==> src/rtl/udp_pkg.sv <==
// rtl/udp_pkg.sv - shared constants, state encoding and header byte helper for the UDP receive path
package udp_pkg;

  typedef enum logic [2:0] {
    ST_IDLE,
    ST_PREAMBLE,
    ST_ETH_HDR,
    ST_IP_HDR,
    ST_UDP_HDR,
    ST_PAYLOAD,
    ST_TAIL,
    ST_DROP
  } rx_state_e;

  localparam logic [15:0] ETHERTYPE_IPV4 = 16'h0800;
  localparam logic [7:0]  IP_PROTO_UDP   = 8'd17;
  localparam logic [7:0]  IP_VER_IHL     = 8'h45;
  localparam logic [31:0] CRC_RESIDUE    = 32'hC704DD7B;
  localparam logic [31:0] CRC_INIT       = 32'hFFFFFFFF;
  localparam logic [4:0]  ETH_HDR_LEN    = 5'd14;
  localparam logic [4:0]  IP_HDR_LEN     = 5'd20;
  localparam logic [4:0]  UDP_HDR_LEN    = 5'd8;
  localparam logic [3:0]  NIB_PRE        = 4'h5;
  localparam logic [3:0]  NIB_SFD        = 4'hD;

  // Byte idx (0 = most significant) of a left-aligned big-endian field.
  function automatic logic [7:0] hdr_byte(input logic [47:0] field, input logic [2:0] idx);
    logic [47:0] sh;
    sh = field << {idx, 3'b000};
    return sh[47:40];
  endfunction

endpackage

==> src/rtl/crc32_d8.sv <==
// rtl/crc32_d8.sv - combinational byte-wise CRC-32 next state, data bits fed LSB first
module crc32_d8 (
  input  logic [31:0] crc_i,
  input  logic [7:0]  data_i,
  output logic [31:0] crc_o
);

  localparam logic [31:0] POLY = 32'h04C11DB7;

  always_comb begin
    logic [31:0] c;
    logic        fb;
    c = crc_i;
    for (int i = 0; i < 8; i++) begin
      fb = c[31] ^ data_i[i];
      c  = {c[30:0], 1'b0} ^ (fb ? POLY : 32'h0);
    end
    crc_o = c;
  end

endmodule

==> src/rtl/udp_rx.sv <==
// rtl/udp_rx.sv - MII receive: preamble strip, Ethernet/IPv4/UDP filter, payload stream, CRC verdict
module udp_rx
  import udp_pkg::*;
#(
  parameter logic [47:0] LOCAL_MAC  = 48'h00_0A_35_01_FE_C0,
  parameter logic [31:0] LOCAL_IP   = 32'hC0A8_0002,
  parameter logic [15:0] LOCAL_PORT = 16'd8080
) (
  input  logic        clk,
  input  logic        rst,
  input  logic        ETH_RX_DV,
  input  logic        ETH_RX_ER,
  input  logic [3:0]  ETH_RX_DATA,
  output logic [7:0]  rx_data,
  output logic        rx_valid,
  output logic        rx_last,
  output logic [15:0] rx_len,
  output logic [31:0] rx_src_ip,
  output logic [15:0] rx_src_port,
  output logic        frame_done,
  output logic        frame_ok
);

  rx_state_e   state_q;
  logic        phase_q;
  logic [3:0]  lo_q;
  logic [7:0]  byte_q;
  logic        byte_stb_q;
  logic [4:0]  cnt_q;
  logic        mac_uc_q;
  logic        mac_bc_q;
  logic [31:0] src_ip_sh_q;
  logic [15:0] src_port_sh_q;
  logic [15:0] udp_len_q;
  logic [15:0] pay_cnt_q;
  logic        hdr_done_q;
  logic        er_seen_q;
  logic [31:0] crc_q;

  logic [7:0]  rx_data_q;
  logic        rx_valid_q;
  logic        rx_last_q;
  logic [15:0] rx_len_q;
  logic [31:0] rx_src_ip_q;
  logic [15:0] rx_src_port_q;
  logic        frame_done_q;
  logic        frame_ok_q;

  logic [31:0] crc_nx;
  logic [31:0] crc_fin;
  logic        in_frame;
  logic [15:0] pay_inc;
  logic        last_now;
  logic        all_delivered;
  logic        uc_hit;
  logic        bc_hit;
  logic [7:0]  ip_exp;
  logic [7:0]  port_exp;
  logic [15:0] len_full;

  crc32_d8 u_crc (
    .crc_i  (crc_q),
    .data_i (byte_q),
    .crc_o  (crc_nx)
  );

  // A byte that completed on the previous edge is still folded in when DV falls.
  always_comb begin
    in_frame      = (state_q == ST_ETH_HDR) || (state_q == ST_IP_HDR) || (state_q == ST_UDP_HDR) ||
                    (state_q == ST_PAYLOAD) || (state_q == ST_TAIL);
    crc_fin       = byte_stb_q ? crc_nx : crc_q;
    pay_inc       = pay_cnt_q + 16'd1;
    last_now      = (state_q == ST_PAYLOAD) && byte_stb_q && (pay_inc == rx_len_q);
    all_delivered = (state_q == ST_TAIL) || last_now;
    uc_hit        = mac_uc_q && (byte_q == hdr_byte(LOCAL_MAC, cnt_q[2:0]));
    bc_hit        = mac_bc_q && (byte_q == 8'hFF);
    ip_exp        = hdr_byte({LOCAL_IP, 16'h0}, cnt_q[2:0]);
    port_exp      = hdr_byte({LOCAL_PORT, 32'h0}, cnt_q[2:0] - 3'd2);
    len_full      = {udp_len_q[7:0], byte_q};
  end

  always_ff @(posedge clk or negedge rst) begin
    if (!rst) begin
      state_q       <= ST_IDLE;
      phase_q       <= 1'b0;
      lo_q          <= 4'h0;
      byte_q        <= 8'h0;
      byte_stb_q    <= 1'b0;
      cnt_q         <= 5'd0;
      mac_uc_q      <= 1'b0;
      mac_bc_q      <= 1'b0;
      src_ip_sh_q   <= 32'h0;
      src_port_sh_q <= 16'h0;
      udp_len_q     <= 16'h0;
      pay_cnt_q     <= 16'h0;
      hdr_done_q    <= 1'b0;
      er_seen_q     <= 1'b0;
      crc_q         <= CRC_INIT;
      rx_data_q     <= 8'h0;
      rx_valid_q    <= 1'b0;
      rx_last_q     <= 1'b0;
      rx_len_q      <= 16'h0;
      rx_src_ip_q   <= 32'h0;
      rx_src_port_q <= 16'h0;
      frame_done_q  <= 1'b0;
      frame_ok_q    <= 1'b0;
    end else begin
      rx_valid_q   <= 1'b0;
      rx_last_q    <= 1'b0;
      frame_done_q <= 1'b0;
      frame_ok_q   <= 1'b0;
      byte_stb_q   <= 1'b0;

      if (in_frame && ETH_RX_DV) begin
        if (!phase_q) begin
          lo_q    <= ETH_RX_DATA;
          phase_q <= 1'b1;
        end else begin
          byte_q     <= {ETH_RX_DATA, lo_q};
          byte_stb_q <= 1'b1;
          phase_q    <= 1'b0;
        end
        if (ETH_RX_ER) er_seen_q <= 1'b1;
      end
      if (in_frame && byte_stb_q) crc_q <= crc_nx;

      case (state_q)
        ST_IDLE: begin
          if (ETH_RX_DV && ETH_RX_DATA == NIB_PRE) begin
            state_q    <= ST_PREAMBLE;
            er_seen_q  <= ETH_RX_ER;
            hdr_done_q <= 1'b0;
          end
        end
        ST_PREAMBLE: begin
          if (!ETH_RX_DV) begin
            state_q <= ST_IDLE;
          end else begin
            if (ETH_RX_ER) er_seen_q <= 1'b1;
            if (ETH_RX_DATA == NIB_SFD) begin
              state_q  <= ST_ETH_HDR;
              phase_q  <= 1'b0;
              cnt_q    <= 5'd0;
              crc_q    <= CRC_INIT;
              mac_uc_q <= 1'b1;
              mac_bc_q <= 1'b1;
            end else if (ETH_RX_DATA != NIB_PRE) begin
              state_q <= ST_DROP;
            end
          end
        end
        ST_ETH_HDR: begin
          if (byte_stb_q) begin
            cnt_q <= cnt_q + 5'd1;
            if (cnt_q < 5'd6) begin
              mac_uc_q <= uc_hit;
              mac_bc_q <= bc_hit;
              if (!uc_hit && !bc_hit) state_q <= ST_DROP;
            end else if (cnt_q == ETH_HDR_LEN - 5'd2) begin
              if (byte_q != ETHERTYPE_IPV4[15:8]) state_q <= ST_DROP;
            end else if (cnt_q == ETH_HDR_LEN - 5'd1) begin
              if (byte_q != ETHERTYPE_IPV4[7:0]) begin
                state_q <= ST_DROP;
              end else begin
                state_q <= ST_IP_HDR;
                cnt_q   <= 5'd0;
              end
            end
          end
        end
        ST_IP_HDR: begin
          if (byte_stb_q) begin
            cnt_q <= cnt_q + 5'd1;
            if (cnt_q == 5'd0 && byte_q != IP_VER_IHL) state_q <= ST_DROP;
            if (cnt_q == 5'd9 && byte_q != IP_PROTO_UDP) state_q <= ST_DROP;
            if (cnt_q >= 5'd12 && cnt_q <= 5'd15) src_ip_sh_q <= {src_ip_sh_q[23:0], byte_q};
            if (cnt_q >= 5'd16) begin
              if (byte_q != ip_exp) begin
                state_q <= ST_DROP;
              end else if (cnt_q == IP_HDR_LEN - 5'd1) begin
                state_q     <= ST_UDP_HDR;
                cnt_q       <= 5'd0;
                rx_src_ip_q <= src_ip_sh_q;
              end
            end
          end
        end
        ST_UDP_HDR: begin
          if (byte_stb_q) begin
            cnt_q <= cnt_q + 5'd1;
            if (cnt_q <= 5'd1) src_port_sh_q <= {src_port_sh_q[7:0], byte_q};
            if ((cnt_q == 5'd2 || cnt_q == 5'd3) && byte_q != port_exp) state_q <= ST_DROP;
            if (cnt_q == 5'd4 || cnt_q == 5'd5) udp_len_q <= len_full;
            if (cnt_q == 5'd5 && len_full < 16'd8) state_q <= ST_DROP;
            if (cnt_q == UDP_HDR_LEN - 5'd1) begin
              rx_len_q      <= udp_len_q - 16'd8;
              rx_src_port_q <= src_port_sh_q;
              hdr_done_q    <= 1'b1;
              pay_cnt_q     <= 16'h0;
              state_q       <= (udp_len_q == 16'd8) ? ST_TAIL : ST_PAYLOAD;
            end
          end
        end
        ST_PAYLOAD: begin
          if (byte_stb_q) begin
            rx_valid_q <= 1'b1;
            rx_data_q  <= byte_q;
            pay_cnt_q  <= pay_inc;
            if (pay_inc == rx_len_q) begin
              rx_last_q <= 1'b1;
              state_q   <= ST_TAIL;
            end
          end
        end
        ST_TAIL: begin
        end
        ST_DROP: begin
          if (!ETH_RX_DV) state_q <= ST_IDLE;
        end
        default: state_q <= ST_IDLE;
      endcase

      // End of frame overrides whatever the byte handling above decided.
      if (in_frame && !ETH_RX_DV) begin
        state_q <= ST_IDLE;
        if (hdr_done_q) begin
          frame_done_q <= 1'b1;
          frame_ok_q   <= (crc_fin == CRC_RESIDUE) && !er_seen_q && !phase_q && all_delivered;
        end
      end
    end
  end

  assign rx_data     = rx_data_q;
  assign rx_valid    = rx_valid_q;
  assign rx_last     = rx_last_q;
  assign rx_len      = rx_len_q;
  assign rx_src_ip   = rx_src_ip_q;
  assign rx_src_port = rx_src_port_q;
  assign frame_done  = frame_done_q;
  assign frame_ok    = frame_ok_q;

endmodule

==> config.mk <==
export PLATFORM = sky130hd
export DESIGN_NAME = udp_rx
export DESIGN_NICKNAME = d
export VERILOG_FILES = /design/src/rtl/udp_pkg.sv /design/src/rtl/crc32_d8.sv /design/src/rtl/udp_rx.sv
export SDC_FILE = /design/constraint.sdc
export NUM_CORES = 1
export LEC_CHECK = 0
export BUFFER_PORTS_ARGS = -buffer_cell sky130_fd_sc_hd__buf_4
export CAP_MARGIN = 10
export CORE_MARGIN = 2
export CORE_UTILIZATION = 55
export CTS_CLUSTER_DIAMETER = 60
export DETAILED_ROUTE_END_ITERATION = 8
export PLACE_DENSITY = 0.81
export SETUP_SLACK_MARGIN = 0.15
export SLEW_MARGIN = 30
export SYNTH_ARGS = -nofsm -noshare
export SYNTH_HDL_FRONTEND = slang
export SYNTH_HIERARCHICAL = 1
export SYNTH_SLANG_ARGS = --single-unit
==> constraint.sdc <==
create_clock -name clk -period 3.1 [get_ports clk]
set_clock_uncertainty 0.2 [all_clocks]
set_input_delay 0.31 -clock clk [delete_from_list [all_inputs] [get_ports clk]]
set_output_delay 0.31 -clock clk [all_outputs]
set_load 0.03 [all_outputs]
Word-level counts from Yosys, hierarchy flattened

Cells that the tools add are included.

Add/subtract/negate cells: 4
Order comparisons: 6
Equality and inequality tests: 50
Shifts and indexed selects: 3
Multiplexer cells: 91
Bitwise gates (word level): 18
Reduce and logical (&&, ||, !) cells: 50

Operators with widths:

| operator                                                     | number |
|---|---|
| bitwise XOR 32 bit                                           | 8 |
| 2-to-1 mux 27 bit                                            | 8 |
| 2-to-1 mux 32 bit                                            | 5 |
| 2-to-1 mux 3 bit                                             | 25 |
| 2-to-1 mux 5 bit                                             | 12 |
| 2-to-1 mux 16 bit                                            | 3 |
| left shift 36 x 6 -> 48 bit (first input constant)           | 1 |
| left shift 45 x 6 -> 48 bit (first input constant)           | 1 |
| left shift 48 x 6 -> 48 bit (first input constant)           | 1 |
| == test 32 bit (second input constant)                       | 1 |
| one-hot mux 16 bit (2 select lines)                          | 1 |
| 2-to-1 mux 1 bit                                             | 30 |
| one-hot mux 3 bit (7 select lines)                           | 1 |
| one-hot mux 5 bit (4 select lines)                           | 1 |
| logical AND 1 bit                                            | 17 |
| adder 16 x 1 -> 16 bit (second input constant)               | 1 |
| == test 16 bit                                               | 1 |
| == test 16 x 4 -> 1 bit (second input constant)              | 1 |
| less-than comparator 16 x 4 -> 1 bit (second input constant) | 1 |
| inequality test 8 bit                                        | 2 |
| nonzero test 8 bit                                           | 2 |
| subtractor 16 x 4 -> 16 bit (second input constant)          | 1 |
| == test 5 x 3 -> 1 bit (second input constant)               | 3 |
| == test 5 x 4 -> 1 bit (second input constant)               | 3 |
| other kinds (45)                                             | 92 |

Register bits: 214
Input bits: 8
Output and inout bits: 76
Logic and storage cells: 245

Logic depth before layout (Yosys ltp)

Gate-level depths: netlist of the first run.

Depth after elaboration: 31
Depth in mapped cells: 11
Mapped depth without buffers: 11

Hierarchy

The synthesis of the first run kept the hierarchy.

By module, submodules not included:

| module   | instances | cells each | area an instance (um^2) | sequential area each (um^2) |
|---|---|---|---|---|
| udp_rx   | 1         | 956        | 10272.4                 | 5395.2 |
| crc32_d8 | 1         | 71         | 790.8                   | 0.0 |

Worst setup path after synthesis of the first run

OpenSTA, ideal clock, no wires.

Path type: register to register
From: reg crc_q[28]
To: reg frame_ok_q (netlist: frame_ok)
Library setup time: 0.065 ns
Data arrival time: 2.729 ns
Required time: 2.835 ns
Setup slack: 0.107 ns
Cell stages (with the launch flop): 10
Buffers on the path: 0
Period minus slack after synthesis: 2.993 ns
Cells stage by stage: dfstp_2 -> xnor2_4 -> xnor2_1 -> xnor3_1 -> xor2_1 -> or4bb_1 -> nor4_1 -> o221ai_1 -> nor4_1 -> o21a_1

Word-level cells in the longest chain between the ends: 17

Ends and longest elaborated chain:

| element                         | line           | source |
|---|---|---|
| start, declared                 | udp_rx.sv:38   | `logic [31:0] crc_q;` |
| start signal, assigned          | udp_rx.sv:125  | `if (in_frame && byte_stb_q) crc_q <= crc_nx;` |
| bitwise XOR 32 bit (3 in a row) | crc32_d8.sv:16 | `c = {c[30:0], 1'b0} ^ (fb ? POLY : 32'h0);` |
| bitwise XOR 1 bit               | crc32_d8.sv:15 | `fb = c[31] ^ data_i[i];` |
| 2-to-1 mux 27 bit               | crc32_d8.sv:16 |  |
| bitwise XOR 32 bit (5 in a row) | crc32_d8.sv:16 |  |
| via crc_nx[9]                   | udp_rx.sv:49   | `logic [31:0] crc_nx;` |
| 2-to-1 mux 32 bit               | udp_rx.sv:71   | `crc_fin = byte_stb_q ? crc_nx : crc_q;` |
| == test 32 bit                  | udp_rx.sv:228  | `frame_ok_q <= (crc_fin == CRC_RESIDUE) && !er_seen_q && !phase_q && all_delivered;` |
| logical AND 1 bit (3 in a row)  | udp_rx.sv:228  |  |
| 2-to-1 mux 1 bit                | udp_rx.sv:226  | `if (hdr_done_q) begin` |
| 2-to-1 mux 1 bit                | udp_rx.sv:224  | `if (in_frame && !ETH_RX_DV) begin` |
| end signal, assigned            | udp_rx.sv:228  |  |
| end, declared                   | udp_rx.sv:47   | `logic frame_ok_q;` |

The timed path passes the listed nets, and every way through them passes these cells.
A chain may end at the register's enable or synchronous reset.

Worst setup path after layout of the first run

From: reg crc_q[30]
To: reg frame_ok_q (netlist: frame_ok)

Word-level cells in the longest chain between the ends: 19

Ends and longest elaborated chain:

| element                             | line |
|---|---|
| bitwise XOR 32 bit (*)              | crc32_d8.sv:16 |
| bitwise XOR 1 bit (*)               | crc32_d8.sv:15 |
| 2-to-1 mux 27 bit (*)               | crc32_d8.sv:16 |
| bitwise XOR 32 bit (*) (6 in a row) | crc32_d8.sv:16 |
| bitwise XOR 1 bit                   | crc32_d8.sv:15 |
| 2-to-1 mux 27 bit                   | crc32_d8.sv:16 |
| bitwise XOR 32 bit (*)              | crc32_d8.sv:16 |
| via crc_nx[8]                       | udp_rx.sv:49 |
| 2-to-1 mux 32 bit (*)               | udp_rx.sv:71 |
| == test 32 bit (*)                  | udp_rx.sv:228 |
| logical AND 1 bit (*) (3 in a row)  | udp_rx.sv:228 |
| 2-to-1 mux 1 bit (*)                | udp_rx.sv:226 |
| 2-to-1 mux 1 bit (*)                | udp_rx.sv:224 |

Mark *: on every way through the listed nets, which the timed path passes. The rest lies on a longest branch.

==> flow_summary.json, run 1 <==
{
  "slowest_stage": "dfstp_2",
  "status": "finished with violations",
  "power_mw": 14.93,
  "slowest_delay_ps": 560,
  "crit_fanout": 3,
  "swShare_pct": 39.16,
  "routabilityCongestion": 0.9202,
  "cp-startpoint": "crc_q[30]$_DFF_PN1_",
  "maxCapViolCount": 0,
  "powerDensity_nw_per_um2": 1119,
  "multiInputGateArea_um2": 5529,
  "finalCritPeriodShare_pct": 101.1,
  "dp_hpwl_um": 17950,
  "grt_pass1_vias": 8371,
  "vdd.ir_drop.worst_v": 0.0009544,
  "fp-row-count": 51,
  "dieWidth_um": 145.8,
  "cp.required_ps": 3350,
  "worst_slew_pin_slew_ps": 698.2,
  "synth_edf_count": 0,
  "fillers": 1470,
  "routedWlPerCell_um": 18.76,
  "initial_core_util_pct": 56.47,
  "synth_cells": 1027,
  "ioPinCount": 84,
  "htree_levels": 1,
  "antenna_left": 0,
  "rsz0062_at_grt": "true",
  "grt_remaining_overflow": 0,
  "clock-root-buffer": "clkbuf_16",
  "cp.arrival_ps": 3390,
  "vias": 8249,
  "fin_ws_ps": -34.61,
  "drtIter0Drc": 584,
  "combPwrFrac_pct": 54.6,
  "grt-busiest-layer": "met2",
  "synthToLayoutAreaGrowth_pct": 20.66,
  "p_clk_share_pct": 18.6,
  "die-area_um2": 21260,
  "fin_util_pct": 68.14,
  "asyncSetResetFlopFracSynth_pct": 100.0,
  "hp-class": "in2async",
  "yosysWarnings": 6,
  "syn_area_um2": 11060,
  "power.switching_mw": 5.848,
  "ys.flop_type": "dfrtp_1",
  "coreArea_um2": 19590,
  "p_leak_nw": 6.321,
  "cts.sinks": 214,
  "start_kind": "flip-flop",
  "chipHeight_um": 145.8,
  "seqCellArea_um2": 5396,
  "criticalPathCategory": "reg2reg",
  "port_buffers": 83,
  "routed_wl_um": 26810,
  "regToRegStartpoint": "crc_q[30]$_DFF_PN1_",
  "clock_path_buffers": 3,
  "grt_use_met2_pct": 40.64,
  "postSynthAreaPerCell_um2": 10.77,
  "diodes": 0,
  "drive_above_1_share_pct": 30.15,
  "max_slew_margin_pct": 53.45,
  "final_cell_mix": "181 x dfrtp_1, 153 x nand2_1, 138 x buf_4, 86 x mux2_2, 58 x o21ai_0",
  "violations": "negative setup slack",
  "p_int_mw": 9.086,
  "clock_latency_ps": 520,
  "via_per_inst": 5.773,
  "grt_usage_pct": 24.55,
  "grt_pass1_wl_um": 43210,
  "nNetsFinal": 1169,
  "cts_buffers": 23,
  "maxSlewViolCount": 0,
  "ys_ff_latch": 214,
  "setup-tns-final_ps": -34.61,
  "clk_pin_slew_ps": 60,
  "cp.buffers_inverters": 1,
  "pwr-share-seq_pct": 26.8,
  "syn_nets": 1049,
  "grt_max_degree": 94,
  "firstDrtPassIters": 5,
  "drc": 0,
  "use_met1_pct": 33.67,
  "timing.final.crit_period_ps": 3135,
  "synth-seq-area-share_pct": 48.77,
  "grtUsageMet3_pct": 4.138,
  "clock.fmax_ghz": 0.3190,
  "cts_tree": "done",
  "critical_path.top_delay_family": "XOR/XNOR gates",
  "cpMostUsedCell": "xnor2_2",
  "final_common_cell": "dfrtp_1",
  "finalHoldViolCount": 0,
  "path_cells": "xnor2_2, xnor2_2, buf_4, xnor3_2, xor3_1, nand4b_1, or3_4, nor4_4, o221ai_2, nor4_2, o21a_1",
  "synth.distinct_cells": 76,
  "setup_viol": 1,
  "end_kind": "flip-flop",
  "antenna_found_initial": 0
}
metrics by stage:
stage	hold slack [ps]	setup slack (ps)	cells	area, um2
detailed placement	176.1	-183.2	1374	12270
global route	270.4	-157.9	1429	13350
finish	205.3	-34.61	1429	13350
floorplan	-185.6	107.4	1027	11070
CTS	223.2	-72.69	1423	13150
global placement	178.8	-76.35	1374	12270
power by group through the flow:
stage | logic, mW | registers, mW | clock network [mW]
after floorplan | 5.39 | 3.90 | 0
after global placement | 7.51 | 3.99 | 0
after detailed placement | 7.59 | 4.00 | 0
after CTS | 7.74 | 3.98 | 2.82
after global routing | 8.74 | 4.07 | 2.94
final | 8.15 | 4.00 | 2.78
cells in the mapped netlist, types with 8 or more instances:
library cell	number	area share [%]
inv_1	13	0.44
clkbuf_1	39	1.3
mux2_1	37	3.8
buf_2	12	0.54
and3_1	8	0.45
dfrtp_1	182	41
and2_1	8	0.45
nand4_1	12	0.68
nand2_1	153	5.2
o21ai_0	58	2.6
nor3_1	18	0.81
nand3_1	53	2.4
xor2_1	27	2.1
xnor2_2	8	1.2
a21oi_1	20	0.90
nor4_1	17	0.96
ha_1	14	1.6
nor2_1	40	1.4
mux2_2	86	8.8
dfstp_2	32	7.6
xnor2_1	62	4.9
o31ai_1	12	0.81
final timing paths:
kind / to / cells after the start / slack, ps
max: frame_ok$_DFF_PN0_ / 11 / -30
min: rx_src_port[10]$_DFFE_PN0P_ / 2 / 210
max reg2reg: frame_ok$_DFF_PN0_ / 11 / -30
min reg2reg: byte_q[1]$_DFFE_PN0P_ / 2 / 280
max in group asynchronous: crc_q[18]$_DFF_PN1_ / 3 / 1660
min in group clk: byte_q[1]$_DFFE_PN0P_ / 2 / 280
timing repair:
item | in CTS | in global routing
gates cloned | 0 | 2
hold buffers | 7 | 0
endpoints found under the hold margin | 101 | 0
endpoints found under the setup margin | 18 | 35
gates resized for setup | 6 | 18
setup buffers | 0 | 4
pin swaps | 0 | 4
routing by layer:
metal | vias to the layer above | wire length [um]
li1 | 3848 | -
met1 | 4118 | 11820
met2 | 235 | 12980
met3 | 48 | 1419
met4 | 0 | 590
met5 | - | 0
registers in the layout (all words and copies together) (netlist names), 16 cells and up:
signal / flops
src_ip_sh_q: 32
udp_len_q: 16
rx_len: 16
pay_cnt_q: 16
rx_src_port: 16
rx_src_ip: 32
src_port_sh_q: 16
crc_q: 32
logic make-up after synthesis:
group	synth area share, %
multiplexers	13.15
buffers and inverters	2.827
XOR/XNOR	9.805
flip-flops	48.77
AO/OA/AOI/OAI	7.374
AND/OR/NAND/NOR	16.40
adder cells (fa/ha/maj)	1.674
layout make-up:
cell class	instances	area share (%)
clock buffers	29	4.780
repair buffers	153	9.523
inverters	14	0.3937
flip-flops and latches	214	40.43
clock inverters	13	0.9748
multi-input cells	741	41.42
well taps	265	2.484
(Power assumes the default switching activity.)
==> run 2: changes to the inputs <==
CORE_MARGIN = 4   (was 2)
PLACE_DENSITY = 0.86   (was 0.81)
==> flow_summary.json, run 2 (synthesized netlist as in run 1, its figures left out) <==
{
  "die-area_um2": 22450,
  "routedWlPerCell_um": 19.06,
  "max_slew_margin_pct": 51.54,
  "clock_latency_ps": 530,
  "drive_above_1_share_pct": 30.74,
  "worst_slew_pin_slew_ps": 721.3,
  "cts.sinks": 214,
  "regToRegSetupSlack_ps": -100,
  "dp_hpwl_um": 18700,
  "antenna_left": 0,
  "fin_cells": 1433,
  "fin_ws_ps": -100.3,
  "clock.fmax_ghz": 0.3125,
  "dp_slack_ps": -159.5,
  "pwr-share-seq_pct": 25.1,
  "reg2reg_depth": 11,
  "fin_util_pct": 68.39,
  "port_buffers": 83,
  "ioPinCount": 84,
  "cp-startpoint": "crc_q[28]$_DFF_PN1_",
  "firstDrtPassIters": 6,
  "timing.final.crit_period_ps": 3200,
  "place_inst": 1376,
  "initial_core_util_pct": 56.29,
  "start_kind": "flip-flop",
  "grt_usage_pct": 24.65,
  "antenna_found_initial": 0,
  "hp-class": "in2async",
  "cp.buffers_inverters": 1,
  "end_kind": "flip-flop",
  "path_cells": "xnor2_4, xor2_2, xnor3_2, buf_4, xor3_1, nand2_1, or3_4, nor4_4, o221ai_2, nor4_2, o21a_1",
  "grt_max_degree": 80,
  "violations": "negative setup slack",
  "crit_fanout": 2,
  "place_area_um2": 12280,
  "clock-root-buffer": "clkbuf_16",
  "criticalPathCategory": "reg2reg",
  "slowest_stage": "dfstp_2",
  "combPwrFrac_pct": 56.4,
  "cp.required_ps": 3350,
  "nNetsFinal": 1175,
  "vias": 8348,
  "vdd.ir_drop.worst_v": 0.0009918,
  "fp-row-count": 51,
  "final_cell_mix": "180 x dfrtp_1, 153 x nand2_1, 144 x buf_4, 86 x mux2_2, 57 x o21ai_0",
  "swShare_pct": 38.35,
  "p_int_mw": 9.816,
  "clk_pin_slew_ps": 60,
  "status": "finished with violations",
  "rsz0062_at_grt": "true",
  "routabilityCongestion": 0.9407,
  "coreArea_um2": 19650,
  "rr_endpoint": "frame_ok$_DFF_PN0_",
  "via_per_inst": 5.826,
  "diodes": 0,
  "power_mw": 15.92,
  "chipHeight_um": 149.8,
  "cts_buffers": 24,
  "cp.depth": 11,
  "maxCapViolCount": 0,
  "dieWidth_um": 149.8,
  "p_leak_nw": 6.365,
  "p_clk_share_pct": 18.5,
  "slowest_delay_ps": 570,
  "grt_pass1_wl_um": 44480,
  "drc": 0,
  "synthToLayoutAreaGrowth_pct": 21.50,
  "cp.arrival_ps": 3450,
  "whs_ps": 204.1,
  "finalInstanceArea_um2": 13440,
  "setup_viol": 1,
  "htree_levels": 1,
  "cts_tree": "done",
  "grt_remaining_overflow": 0,
  "grt_pass1_vias": 8422,
  "finalHoldViolCount": 0,
  "critical_path.top_delay_family": "XOR/XNOR gates",
  "drtIter0Drc": 564,
  "routed_wl_um": 27310,
  "setup-tns-final_ps": -100.3,
  "final_common_cell": "dfrtp_1",
  "finalCritPeriodShare_pct": 103.2,
  "regToRegStartpoint": "crc_q[28]$_DFF_PN1_",
  "powerDensity_nw_per_um2": 1185,
  "power.switching_mw": 6.107,
  "maxSlewViolCount": 0,
  "clock_path_buffers": 3
}
[run 2: cell type report]
| cell class | instances | area [um2] |
|---|---|---|
| sequential | 214 | 5398 |
| tap | 265 | 331.6 |
| inverter | 14 | 52.55 |
| multi-input combinational | 741 | 5560 |
| clock buffer | 29 | 649.4 |
| timing repair buffer | 158 | 1274 |
| clock inverter | 12 | 176.4 |
| fill | 1440 | 6212 |
[run 2: power groups by stage]
stage	registers, mW	logic [mW]	clock network (mW)
after floorplan	3.90	5.39	0
after global placement	3.97	7.54	0
after detailed placement	3.99	7.69	0
after CTS	3.98	7.89	3.00
after global routing	4.06	9.60	3.13
final	3.99	8.98	2.95
[run 2: worst max-delay path by stage]
stage	slack (ps)	to
2_1_floorplan	110	frame_ok$_DFF_PN0_
3_3_place_gp	-90	frame_ok$_DFF_PN0_
3_5_place_dp	-160	frame_ok$_DFF_PN0_
4_1_cts	-120	frame_ok$_DFF_PN0_
5_1_grt	-290	frame_ok$_DFF_PN0_
6_report	-100	frame_ok$_DFF_PN0_
[run 2: what timing repair did]
action,CTS,global route
hold endpoints to repair,85,0
resized for setup,8,24
pin swaps,4,14
hold buffers,7,0
setup endpoints to repair,2,36
cloned,0,1
buffers inserted,1,7
[run 2: routing by layer]
| layer | global-route usage [%] | vias to the layer above | share of wire (%) |
|---|---|---|---|
| met5 | 0 | - | 0 |
| met4 | 7.823 | 0 | 2.5 |
| met3 | 4.936 | 61 | 7.1 |
| met2 | 39.87 | 295 | 48 |
| met1 | 33.72 | 4118 | 42 |
| li1 | - | 3874 | - |
